## src/rtl/dma_mm2s_burst_scheduler.sv

```systemverilog
// MM2S burst scheduler: splits one (address, byte count) command into AXI4 INCR read bursts.
// Optional macro DMA_SCHED_RRESP_ERR_EN: sticky err on SLVERR/DECERR, which also stops further AR issue.
module dma_mm2s_burst_scheduler #(
    parameter int ADDR_WIDTH      = 32,
    parameter int DATA_WIDTH      = 32,
    parameter int BTT_WIDTH       = 23,
    parameter int MAX_BURST_LEN   = 16,
    parameter int MAX_OUTSTANDING = 4
) (
    input  logic                  aclk,
    input  logic                  aresetn,
    input  logic                  cmd_valid,
    output logic                  cmd_ready,
    input  logic [ADDR_WIDTH-1:0] cmd_addr,
    input  logic [BTT_WIDTH-1:0]  cmd_btt,
    output logic [ADDR_WIDTH-1:0] m_axi_araddr,
    output logic [7:0]            m_axi_arlen,
    output logic [2:0]            m_axi_arsize,
    output logic [1:0]            m_axi_arburst,
    output logic                  m_axi_arvalid,
    input  logic                  m_axi_arready,
    input  logic                  m_axi_rvalid,
    input  logic                  m_axi_rready,
    input  logic                  m_axi_rlast,
    input  logic [1:0]            m_axi_rresp,
    output logic                  busy,
    output logic                  done,
    output logic                  err
);

    // state | meaning
    // IDLE  | waiting for a command, cmd_ready high
    // ISSUE | presenting AR bursts, throttled by the outstanding count
    // DRAIN | no more bursts to issue, waiting for rlast retires
    // DONE  | one-cycle completion pulse
    typedef enum logic [1:0] {
        S_IDLE  = 2'd0,
        S_ISSUE = 2'd1,
        S_DRAIN = 2'd2,
        S_DONE  = 2'd3
    } state_t;

    localparam int BPB   = DATA_WIDTH / 8;
    localparam int SIZE  = $clog2(BPB);
    localparam int OUT_W = 4;
    localparam logic [ADDR_WIDTH-1:0] ALIGN_MASK = {ADDR_WIDTH{1'b1}} << SIZE;

    state_t                 state_q;
    state_t                 state_d;
    logic [ADDR_WIDTH-1:0]  addr_q;
    logic [BTT_WIDTH-1:0]   rem_q;
    logic [OUT_W-1:0]       out_q;
    logic [OUT_W-1:0]       out_d;
    logic                   err_q;
    logic                   abort;

    logic                   cmd_accept;
    logic                   ar_hs;
    logic                   r_hs;
    logic                   retire;
    logic [BTT_WIDTH:0]     btt_round;
    logic [BTT_WIDTH-1:0]   total_beats;
    logic [12:0]            page_bytes;
    logic [12:0]            page_beats;
    logic [12:0]            rem_cap;
    logic [12:0]            burst_len;
    logic                   last_burst;

    assign cmd_accept = cmd_valid & cmd_ready;
    assign ar_hs      = m_axi_arvalid & m_axi_arready;
    assign r_hs       = m_axi_rvalid & m_axi_rready;
    // A retire seen with nothing outstanding (stale beats after reset) is dropped.
    assign retire     = r_hs & m_axi_rlast & (out_q != '0);

    assign btt_round   = {1'b0, cmd_btt} + (BTT_WIDTH+1)'(BPB - 1);
    assign total_beats = BTT_WIDTH'(btt_round >> SIZE);

    assign page_bytes = 13'h1000 - {1'b0, addr_q[11:0]};
    assign page_beats = page_bytes >> SIZE;
    assign rem_cap    = (rem_q > BTT_WIDTH'(MAX_BURST_LEN)) ? 13'(MAX_BURST_LEN) : 13'(rem_q);
    assign burst_len  = (page_beats < rem_cap) ? page_beats : rem_cap;
    assign last_burst = (rem_q == BTT_WIDTH'(burst_len));

    assign m_axi_araddr  = addr_q;
    assign m_axi_arlen   = (burst_len == 13'd0) ? 8'd0 : 8'(burst_len - 13'd1);
    assign m_axi_arsize  = 3'(SIZE);
    assign m_axi_arburst = 2'b01;

`ifdef DMA_SCHED_RRESP_ERR_EN
    logic bad_hs;

    assign bad_hs = r_hs & m_axi_rresp[1];
    // Abort reacts to the failing beat itself so done timing matches a normal drain.
    assign abort  = err_q | bad_hs;

    always_ff @(posedge aclk or negedge aresetn) begin
        if (!aresetn) begin
            err_q <= 1'b0;
        end else if (cmd_accept) begin
            err_q <= 1'b0;
        end else if (bad_hs) begin
            err_q <= 1'b1;
        end
    end
`else
    logic unused_rresp;

    assign unused_rresp = ^m_axi_rresp;
    assign abort        = 1'b0;
    assign err_q        = 1'b0;
`endif

    assign err = err_q;

    always_comb begin
        out_d = out_q;
        if (ar_hs && !retire) begin
            out_d = out_q + OUT_W'(1);
        end else if (!ar_hs && retire) begin
            out_d = out_q - OUT_W'(1);
        end
    end

    always_ff @(posedge aclk or negedge aresetn) begin
        if (!aresetn) begin
            addr_q <= '0;
            rem_q  <= '0;
            out_q  <= '0;
        end else begin
            out_q <= out_d;
            if (cmd_accept) begin
                addr_q <= cmd_addr & ALIGN_MASK;
                rem_q  <= total_beats;
            end else if (ar_hs) begin
                addr_q <= addr_q + (ADDR_WIDTH'(burst_len) << SIZE);
                rem_q  <= rem_q - BTT_WIDTH'(burst_len);
            end
        end
    end

    always_ff @(posedge aclk or negedge aresetn) begin
        if (!aresetn) begin
            state_q <= S_IDLE;
        end else begin
            state_q <= state_d;
        end
    end

    always_comb begin
        state_d = state_q;
        case (state_q)
            S_IDLE: begin
                if (cmd_accept) begin
                    state_d = (cmd_btt == '0) ? S_DONE : S_ISSUE;
                end
            end
            S_ISSUE: begin
                if (abort) begin
                    state_d = (out_d == '0) ? S_DONE : S_DRAIN;
                end else if (ar_hs && last_burst) begin
                    state_d = S_DRAIN;
                end
            end
            S_DRAIN: begin
                if (out_d == '0) begin
                    state_d = S_DONE;
                end
            end
            S_DONE: begin
                state_d = S_IDLE;
            end
            default: begin
                state_d = S_IDLE;
            end
        endcase
    end

    always_comb begin
        cmd_ready     = (state_q == S_IDLE);
        busy          = (state_q == S_ISSUE) || (state_q == S_DRAIN);
        done          = (state_q == S_DONE);
        m_axi_arvalid = (state_q == S_ISSUE) && !err_q &&
                        (out_q < OUT_W'(MAX_OUTSTANDING));
    end

endmodule

```

## config.mk

```make
export PLATFORM = sky130hd
export DESIGN_NAME = dma_mm2s_burst_scheduler
export DESIGN_NICKNAME = d
export VERILOG_FILES = /design/src/rtl/dma_mm2s_burst_scheduler.sv
export SDC_FILE = /design/constraint.sdc
export NUM_CORES = 1
export LEC_CHECK = 0
export BUFFER_PORTS_ARGS = -buffer_cell sky130_fd_sc_hd__buf_4
export CAP_MARGIN = 10
export CORE_MARGIN = 2
export CORE_UTILIZATION = 25
export DETAILED_ROUTE_END_ITERATION = 10
export GPL_TIMING_DRIVEN = 0
export MAX_ROUTING_LAYER = met4
export PLACE_DENSITY = 0.4
export SLEW_MARGIN = 0
export SYNTH_ARGS = -nofsm -noshare
export SYNTH_HDL_FRONTEND = slang
export SYNTH_SLANG_ARGS = --single-unit
```

## constraint.sdc

```tcl
create_clock -name aclk -period 12.3 [get_ports aclk]
set_input_delay 1.845 -clock aclk [delete_from_list [all_inputs] [get_ports aclk]]
set_output_delay 1.845 -clock aclk [all_outputs]
set_load 0.01 [all_outputs]
```

==> results_dict.tcl <==
set metrics [dict create \
    path_max_fanout 10 \
    gr-max-usage-layer "met2" \
    finalSetupTns_ns 0 \
    cts-root-buf "clkbuf_16" \
    drcViolationCount 0 \
    totalWireLength_um 26800 \
    rr_startpoint "m_axi_araddr[3]" \
    drt.antenna.violating_nets 0 \
    die_w_um 165 \
    clkSinkCount 59 \
    fin_crit_ns 8.41 \
    postCtsSetupBuffers 0 \
    grt_pass1_wl_um 41200 \
    rows 59 \
    gr-usage-all-layers_pct 20.6 \
    timing.slew.headroom_pct 36.9 \
    critPathLaunchType "register" \
    met2_usage_pct 32.4 \
    synth_commonest_cells "88 x nand2_1, 78 x nor2_1, 67 x o21ai_0, 59 x dfrtp_1, 50 x a21oi_1" \
    fin_crit_sh_pct 68.4 \
    place_ws_ns 4.27 \
    io_buffers 101 \
    hold_viol 0 \
    grt_max_degree 60 \
    firstDrtPassIters 5 \
    cp.required_ns 10.45 \
    cap_violations 0 \
    ir_drop_mv 0.183 \
    cts_tree "yes" \
    ys_ff_latch 59 \
    syn_area_um2 6510 \
    worstPathArrival_ns 6.57 \
    syn_avg_cell_area_um2 7.44 \
    setup_viol 0 \
    core_um2 25800 \
    via_per_inst 5.21 \
    power_density_nw_per_um2 306 \
    p_leak_nw 3.39 \
    antenna_found_initial 0 \
    synth.area.top_cells "dfrtp_1 23%, ha_1 6.3%, o21ai_0 5.2%" \
    n_antenna_cell 0 \
    rr_worst_depth 22 \
    yosysUniqueCellTypes 86 \
    worstMarginPinSlew_ns 0.937 \
    met3_usage_pct 3.20 \
    synth_area_leader_cell "dfrtp_1" \
    post_cts_resized 0 \
    grt_pass1_vias 6855 \
    cts_made_buffers 9 \
    cp-end-kind "output pin" \
    grt_overflow 0 \
    synth_top_area_share_pct 22.7 \
    nNetsFinal 1100 \
    wl_per_cell_um 20.0 \
    netlist_instances 875 \
    min_path_type "register to register" \
    drive_gt1_share_pct 15.6 \
    hold_buffers 0 \
    hold_path_depth 1 \
    worstSetupStartpoint "m_axi_araddr[3]" \
    clock_path_buffers 2 \
    nFillCells 2859 \
    slew_violations 0 \
    place_congestion 0.897 \
    synth_edf_count 0 \
    synth-warning-count 0 \
    holdPathEnd "out_q[3]" \
    area_growth_pct 23.6 \
    fin_worst_skew_ns 0.00724 \
    min_from "out_q[3]" \
    die_h_um 165 \
    yosysSeqAreaShare_pct 22.7 \
    async_reset_ff_share_pct 100 \
    clk_pin_slew_worst_paths_ns 0.06 \
    drt_iter0_drc 576 \
    initial_core_util_pct 25.2 \
    power_mw 2.46 \
    fmax_ghz 0.119 \
    reg2reg_slack_ns 4.58 \
    vias 6984 \
    fin_ws_ns 3.89 \
    yosysMostFrequentCell "nand2_1" \
    use_met1_pct 27.6 \
    ctsHtreeMaxLevel 3 \
    clk_latency_ns 0.33 \
    dp_hpwl_um 21100 \
    synth_flop_cell "dfrtp_1" \
    critical_path_class "register to output pin" \
    status "finished clean" \
    die_area_um2 27300 \
    rsz0062_at_grt "no" \
    r2r_end "m_axi_araddr[29]" \
    io_pins 114 \
]
-- through the flow --
stage	hold WS, ns	utilization, %	cell area, µm²	cells
after floorplan	0.481	-	6570	891
after global placement	0.520	30.0	7740	1327
after detailed placement	0.510	30.0	7740	1327
after CTS	0.523	31.1	8050	1341
after global routing	0.555	31.1	8050	1341
final	0.525	31.1	8050	1341
-- worst max path at each step --
stage	to	slack (ns)	depth (start not counted)
floorplan	m_axi_arlen[2]	5.85	19
global placement	m_axi_arlen[1]	4.25	20
detailed placement	m_axi_arlen[2]	4.27	20
CTS	m_axi_arlen[2]	3.86	20
global route	m_axi_arlen[3]	3.49	20
finish	m_axi_arlen[1]	3.89	20
-- cell type report --
type | instances | area (µm²) | share of cell area [%]
buffer | 55 | 265 | 3.30
multi-input combinational | 734 | 4660 | 58.0
clock inverter | 2 | 35.0 | 0.435
tap | 335 | 419 | 5.21
timing repair buffer | 101 | 758 | 9.42
inverter | 43 | 161 | 2.01
sequential | 59 | 1480 | 18.3
clock buffer | 12 | 267 | 3.31
-- report_power, final --
part | switching [mW] | leakage [nW] | total [mW] | internal, mW
Clock | 0.0904 | 0.151 | 0.261 | 0.171
Combinational | 1.09 | 2.55 | 1.79 | 0.702
Sequential | 0.125 | 0.690 | 0.413 | 0.288
Total | 1.30 | 3.39 | 2.46 | 1.16
-- per-layer routing --
metal	part of all wire (%)	vias to the layer above
met5	0	-
met4	1.7	0
met3	5.4	23
met2	46	196
met1	47	3320
li1	-	3445
-- placed cells by master, fill, tap and decap left out, types with 7 or more instances in the layout --
cell type  Yosys  final
a211oi_1      11     11
a21o_1        11     11
a21oi_1       50     50
a31oi_1       25     25
and2_1        10     10
and3_1        16     16
buf_2          8      8
buf_4          9    110
clkbuf_1      34     34
clkbuf_16      0      9
conb_1         2     18
dfrtp_1       59     59
ha_1          33     33
inv_1         42     42
nand2_1       88     88
nand3_1       37     37
nand4_1       10     10
nor2_1        78     78
nor3_1        36     36
nor4_1        13     13
o211ai_1       8      8
o21ai_0       67     67
o22ai_1        7      7
o31ai_1       11     11
or3_1         16     16
xnor2_1       37     37
xor2_1        32     32
-- worst max-delay path, stage by stage (launching register included) --
cell,delay (ns)
dfrtp_1,0.38
clkbuf_1,0.26
inv_1,0.18
ha_1,0.19
nor3b_1,0.62
xnor2_1,0.44
ha_1,0.45
a21oi_1,0.14
a311oi_1,0.12
or4_1,0.54
clkbuf_1,0.26
nor2_2,0.32
buf_2,0.33
buf_2,0.30
nand3_1,0.10
o21ai_0,0.21
nand3_1,0.19
or2_2,0.35
nor3_1,0.54
a211oi_1,0.12
buf_4,0.18
-- flip-flops by register name, summed over array words and instances, names as in the netlist --
name and cells:
rem_q 23, out_q 4, m_axi_araddr 30, state_q 2
-- logic make-up (layout without fill, tap and decap cells) --
group,count (synthesis),after routing,share of synthesized area [%]
flops,59,59,22.7
mux,5,5,0.769
compound gates,264,264,27.0
xor+xnor,70,70,9.63
buf+inv,98,213,6.56
fa+ha+maj,37,37,6.96
other cells,2,18,0.115
simple gates,340,340,26.3
(Power assumes the default switching activity.)
